--- src/rtl/rpi_rd_port.sv ---
// Raspberry Pi parallel read port: a synchronised read strobe captures one of eight sources into a shadow register.
// Optional macro RD_ACK_EN enables the ACK handshake; without it ACK is tied low and the Pi relies on fixed latency.
module rpi_rd_port #(
  parameter int SYNC_STAGES   = 2,
  parameter int KEY_DB_CYCLES = 50000
) (
  input  logic        CLK,
  input  logic        RST_N,
  input  logic        RD_IMP,
  input  logic [2:0]  SEL,
  input  logic [59:0] SRC,
  input  logic [1:0]  KEY,
  output logic [9:0]  BUS_OUT,
  output logic        BUS_OE,
  output logic        ACK,
  output logic [1:0]  o_dbg_state
);

  typedef enum logic [1:0] {
    ST_IDLE  = 2'd0,
    ST_CAPT  = 2'd1,
    ST_DRIVE = 2'd2,
    ST_TURN  = 2'd3
  } state_t;

  localparam int DBW = $clog2(KEY_DB_CYCLES + 1);
  localparam logic [DBW-1:0] DB_LAST = DBW'(KEY_DB_CYCLES - 1);

  logic [SYNC_STAGES-1:0]      r_rd_sync;
  logic [SYNC_STAGES-1:0][2:0] r_sel_sync;
  logic [SYNC_STAGES-1:0][1:0] r_key_sync;
  logic                        r_rd_d;

  logic                        w_rd_s;
  logic [2:0]                  w_sel_s;
  logic [1:0]                  w_key_s;
  logic                        w_rd_rise;

  state_t                      r_state;
  state_t                      w_state_nxt;
  logic                        w_load;
  logic [9:0]                  r_shadow;
  logic [9:0]                  w_src_sel;

  logic [1:0]                  r_key_db;
  logic [DBW-1:0]              r_db_cnt [2];
  logic [1:0]                  w_press;
  logic [1:0]                  w_clr;
  logic [9:0]                  r_press_cnt [2];

  always_ff @(posedge CLK or negedge RST_N) begin
    if (!RST_N) begin
      r_rd_sync  <= '0;
      r_sel_sync <= '0;
      r_key_sync <= '0;
      r_rd_d     <= 1'b0;
    end else begin
      r_rd_sync  <= {r_rd_sync[SYNC_STAGES-2:0], RD_IMP};
      r_sel_sync <= {r_sel_sync[SYNC_STAGES-2:0], SEL};
      r_key_sync <= {r_key_sync[SYNC_STAGES-2:0], KEY};
      r_rd_d     <= w_rd_s;
    end
  end

  assign w_rd_s    = r_rd_sync[SYNC_STAGES-1];
  assign w_sel_s   = r_sel_sync[SYNC_STAGES-1];
  assign w_key_s   = r_key_sync[SYNC_STAGES-1];
  assign w_rd_rise = w_rd_s & ~r_rd_d;

  // A press is the cycle on which the debounced level is accepted as going 1->0.
  always_comb begin
    w_press = '0;
    for (int i = 0; i < 2; i++) begin
      w_press[i] = r_key_db[i] & ~w_key_s[i] & (r_db_cnt[i] == DB_LAST);
    end
  end

  always_ff @(posedge CLK or negedge RST_N) begin
    if (!RST_N) begin
      r_key_db <= 2'b11;
      for (int i = 0; i < 2; i++) r_db_cnt[i] <= '0;
    end else begin
      for (int i = 0; i < 2; i++) begin
        if (w_key_s[i] != r_key_db[i]) begin
          if (r_db_cnt[i] == DB_LAST) begin
            r_key_db[i] <= w_key_s[i];
            r_db_cnt[i] <= '0;
          end else begin
            r_db_cnt[i] <= r_db_cnt[i] + 1'b1;
          end
        end else begin
          r_db_cnt[i] <= '0;
        end
      end
    end
  end

  assign w_load   = ((r_state == ST_IDLE) && w_rd_rise) || ((r_state == ST_TURN) && w_rd_s);
  assign w_clr[0] = w_load && (w_sel_s == 3'd6);
  assign w_clr[1] = w_load && (w_sel_s == 3'd7);

  // Capture clears the counter; a press landing on the same cycle survives as a count of 1.
  always_ff @(posedge CLK or negedge RST_N) begin
    if (!RST_N) begin
      for (int i = 0; i < 2; i++) r_press_cnt[i] <= '0;
    end else begin
      for (int i = 0; i < 2; i++) begin
        if (w_clr[i]) begin
          r_press_cnt[i] <= {9'd0, w_press[i]};
        end else if (w_press[i] && (r_press_cnt[i] != 10'h3FF)) begin
          r_press_cnt[i] <= r_press_cnt[i] + 10'd1;
        end
      end
    end
  end

  always_comb begin
    w_src_sel = '0;
    case (w_sel_s)
      3'd0:    w_src_sel = SRC[9:0];
      3'd1:    w_src_sel = SRC[19:10];
      3'd2:    w_src_sel = SRC[29:20];
      3'd3:    w_src_sel = SRC[39:30];
      3'd4:    w_src_sel = SRC[49:40];
      3'd5:    w_src_sel = SRC[59:50];
      3'd6:    w_src_sel = r_press_cnt[0];
      default: w_src_sel = r_press_cnt[1];
    endcase
  end

  always_ff @(posedge CLK or negedge RST_N) begin
    if (!RST_N) begin
      r_state  <= ST_IDLE;
      r_shadow <= '0;
    end else begin
      r_state <= w_state_nxt;
      if (w_load) r_shadow <= w_src_sel;
    end
  end

  always_comb begin
    w_state_nxt = r_state;
    case (r_state)
      ST_IDLE:  if (w_rd_rise) w_state_nxt = ST_CAPT;
      ST_CAPT:  w_state_nxt = ST_DRIVE;
      ST_DRIVE: if (!w_rd_s) w_state_nxt = ST_TURN;
      ST_TURN:  w_state_nxt = w_rd_s ? ST_CAPT : ST_IDLE;
      default:  w_state_nxt = ST_IDLE;
    endcase
  end

  // Outputs decode the async-reset state register so reset drops them without a clock edge.
  assign BUS_OUT     = r_shadow;
  assign BUS_OE      = (r_state == ST_CAPT) || (r_state == ST_DRIVE);
  assign o_dbg_state = r_state;
`ifdef RD_ACK_EN
  assign ACK = (r_state == ST_DRIVE);
`else
  assign ACK = 1'b0;
`endif

endmodule

--- config.mk ---
export PLATFORM = sky130hd
export DESIGN_NAME = rpi_rd_port
export DESIGN_NICKNAME = d
export VERILOG_FILES = /design/src/rtl/rpi_rd_port.sv
export SDC_FILE = /design/constraint.sdc
export NUM_CORES = 1
export LEC_CHECK = 0
export BUFFER_PORTS_ARGS = -buffer_cell sky130_fd_sc_hd__clkbuf_2
export CELL_PAD_IN_SITES_DETAIL_PLACEMENT = 0
export CELL_PAD_IN_SITES_GLOBAL_PLACEMENT = 1
export CORE_MARGIN = 2
export CORE_UTILIZATION = 38
export DETAILED_ROUTE_END_ITERATION = 12
export HOLD_SLACK_MARGIN = 0.06
export PLACE_DENSITY = 0.81
export SETUP_SLACK_MARGIN = 0.15
export SYNTH_ARGS = -nofsm -noshare
export SYNTH_HDL_FRONTEND = slang
export SYNTH_SLANG_ARGS = --single-unit
--- constraint.sdc ---
create_clock -name CLK -period 1.74 [get_ports CLK]
set_clock_uncertainty 0.1 [all_clocks]
set_input_delay 0.261 -clock CLK [delete_from_list [all_inputs] [get_ports CLK]]
set_output_delay 0.261 -clock CLK [all_outputs]
set_load 0.1 [all_outputs]
==> impl_metrics.json <==
{
  "vias_per_cell": 5.356,
  "rsz0062_at_grt": "yes",
  "syn_area_sq_um": 4324,
  "slew_viol_final": 0,
  "p_sw_mw": 2.752,
  "cts-buffers-inserted": 9,
  "ir_drop_mv": 1.343,
  "root_buffer": "clkbuf_16",
  "synth_top_family_by_area": "simple AND/OR/NAND/NOR gates",
  "seq_power_share_pct": 31.5,
  "synth-simple-area-share_pct": 21.27,
  "drc": 0,
  "h-tree-depth": 3,
  "final.setup.tns_ns": -1.425,
  "cts_tree": "built",
  "place_congestion": 0.8498,
  "power_density_nw_per_um2": 945.5,
  "vias": 4194,
  "syn_area_per_cell_sq_um": 9.504,
  "die_h_microns": 110.7,
  "antenna_found_initial": 0,
  "final_cells": 783,
  "clkLatencyLatePin_ns": 0.34,
  "setup_ws_ns": -0.1719,
  "synth_ff_type": "dfrtp_1",
  "worstSetupPathType": "reg -> reg",
  "timing.hold.ws_ns": 0.2435,
  "synth_mux_area_share_pct": 5.122,
  "switching_share_pct": 40.73,
  "die_w_microns": 110.7,
  "p_clk_share_pct": 26.0,
  "critical_path_buf_inv_count": 0,
  "clkTransAtPathRegs_ns": 0.06,
  "wl_per_cell_microns": 17.32,
  "setup_viol": 19,
  "numPlacedInstances": 717,
  "rows": 38,
  "grt-ovfl-total": 0,
  "core_area_sq_um": 10980,
  "grt_pass1_wl_mm": 20.39,
  "path_max_fanout": 3,
  "dr.pass1.iters": 4,
  "critPathTopFamily": "simple AND/OR/NAND/NOR gates",
  "area_growth_syn_to_layout_pct": 65.31,
  "dieArea_sq_um": 12250,
  "first_global_vias": 4178,
  "max_stage_delay_ns": 0.55,
  "synth-async-reset-ratio_pct": 100.0,
  "cp_cell_sequence": "ha_4, and4_4, nand4_4, or4_4, a211oi_2",
  "synth_compound_area_share_pct": 13.63,
  "cts.sinks": 79,
  "fin_nets": 716,
  "synth-edff-count": 0,
  "synth_xor_area_share_pct": 7.697,
  "grt_max_degree": 39,
  "ys_seq_elements": 79,
  "cts_max_path_buffers": 2,
  "fin_crit_ns": 1.912,
  "track_usage_pct": 20.43,
  "fmax_mhz": 523.0,
  "max_slew_margin_pct": 63.42,
  "initial_core_util_pct": 39.37,
  "p_total_mw": 6.758,
  "cap_violations": 0,
  "io_buffers": 80,
  "critPathRequiredTime_ns": 1.90,
  "p_leak_nw": 3.137,
  "hold_viol": 0,
  "routed_wirelength_mm": 13.56,
  "hold_class": "reg -> reg",
  "p_comb_share_pct": 42.4,
  "cp.arrival_ns": 2.07,
  "syn_nets": 533,
  "cp_slowest_cell": "dfstp_2",
  "yosysSeqAreaShare_pct": 45.78,
  "violations": "setup timing",
  "antenna_left": 0,
  "endpoint_kind": "flip-flop",
  "internal-power_mw": 4.006,
  "worst_slew_pin_slew_ns": 0.5511,
  "drive_gt1_share_pct": 55.37,
  "drt_iter0_markers": 287,
  "synth-adder-area-share_pct": 2.894,
  "startpoint_type": "flip-flop",
  "ys_warn_count": 0,
  "status": "finished, violations left",
  "antenna_cells": 0,
  "fin_crit_sh_pct": 109.9,
  "final_util_pct": 65.08,
  "synthCells": 455,
  "dpl.hpwl_mm": 8.498,
  "pin_count": 82,
  "synth.distinct_cells": 49
}
[worst paths after layout]
check / start / endpoint / slack, ns / cells past startpoint
worst min register to register: r_rd_sync[0] / r_rd_sync[1] / 0.24 / 0
worst max-delay path: r_key_db[0] / r_press_cnt[18] / -0.17 / 5
min in group asynchronous: RST_N / r_db_cnt[8] / 0.26 / 2
worst min-delay path: r_rd_sync[0] / r_rd_sync[1] / 0.24 / 0
max in group asynchronous: RST_N / r_press_cnt[0] / 0.70 / 3
worst max register to register: r_key_db[0] / r_press_cnt[18] / -0.17 / 5
[worst reg2reg max path: stages (launching register included)]
cell,delay [ns]
dfstp_2,0.55
ha_4,0.13
and4_4,0.22
nand4_4,0.13
or4_4,0.46
a211oi_2,0.23
[synthesized netlist by cell type (all sizes together) (2+ instances only)]
library cell,instances,area [sq um]
mux2,9,101.4
a21bo,9,90.09
mux2i,12,120.1
nor2b,2,12.51
nor4,3,33.78
buf,7,36.28
inv,17,63.81
dfstp,2,52.55
clkbuf,13,48.80
a211oi,3,22.52
and4b,2,20.02
o221ai,9,78.83
or3,6,38.79
nand2b,5,31.28
nor2,56,210.2
a21oi,7,35.03
nand4,9,62.56
nand2,37,138.9
nand3,20,100.1
xor2,8,70.07
dfrtp,77,1927
and4,4,35.03
xnor2,30,262.8
o21ai,42,210.2
a22oi,11,82.58
ha,10,125.1
o31ai,2,15.01
and3,8,50.05
nor3,17,85.08
nor4b,4,60.06
[repair_timing]
item,in CTS,in global routing
buffers inserted,14,21
hold endpoints to repair,62,0
hold buffers,7,0
pin swaps,51,57
setup endpoints to repair,46,58
cloned,4,4
gates resized for setup,118,98
[cell families (layout without fill, tap and decap cells)]
kind of cell / after synthesis / count (layout)
mux: 21 / 21
other cells: 1 / 1
xor+xnor: 38 / 38
simple gates: 178 / 179
buf+inv: 38 / 225
flops: 79 / 79
compound gates: 90 / 90
fa+ha+maj: 10 / 10
[registers in the layout (all words and copies together) (netlist names)]
register     cells
r_rd_d           1
r_key_db         2
r_key_sync       2
w_key_s          2
r_sel_sync       3
r_rd_sync        2
w_sel_s          3
r_db_cnt        32
r_press_cnt     20
BUS_OUT         10
o_dbg_state      2
[cell type report]
cell class / instances / area [sq um]
clock inverter: 7 / 50.05
fill: 828 / 3835
clock buffer: 9 / 225.2
tap: 140 / 175.2
multi-input combinational: 339 / 3065
inverter: 18 / 73.82
sequential: 79 / 1988
timing repair buffer: 191 / 1570
[cells in the final DEF (no fill, tap or decap), types with 4 or more instances in the layout]
cell           count
buf_12             8
and4_4             4
inv_1             15
a21oi_2            5
o21ai_0           18
o21ai_1           17
mux2_4             6
nor2_4            12
ha_4               8
dlygate4sd3_1      7
buf_6             24
buf_4             67
nand2b_1           4
and3_4             6
nand2_1           33
xor2_1             7
nor4b_4            4
xnor2_1           27
clkbuf_2          76
nor2_1            31
o221ai_2           8
a22oi_2           10
nor3_2             6
o21ai_2            6
mux2i_1           12
dfrtp_1           74
a21bo_2            9
nor2_2            13
nor3_4            11
nand4_1            8
clkbuf_16         13
nand3_1           15
[layer usage]
layer,global-route usage [%],wire length [microns],share of wire [%]
met3,4.374,626,4.6
met5,0,0,0
met4,7.750,354,2.6
met1,24.75,5344,39
met2,35.66,7238,53
[through the flow]
step,area [sq um],setup slack [ns]
5_1_grt,7148,-0.2230
4_1_cts,6487,-0.1608
3_5_place_dp,5482,-0.2209
3_3_place_gp,5482,-0.1191
2_1_floorplan,4486,-0.1101
6_report,7148,-0.1719
[power by group through the flow]
stage	registers (mW)	clock network (mW)	logic, mW
after floorplan	3.05	0	0.737
after global placement	2.14	0	2.19
after detailed placement	2.16	0	2.22
after CTS	2.12	1.78	2.49
after global routing	2.15	1.87	3.02
final	2.13	1.76	2.87
Power figures use the tool's default switching activity.
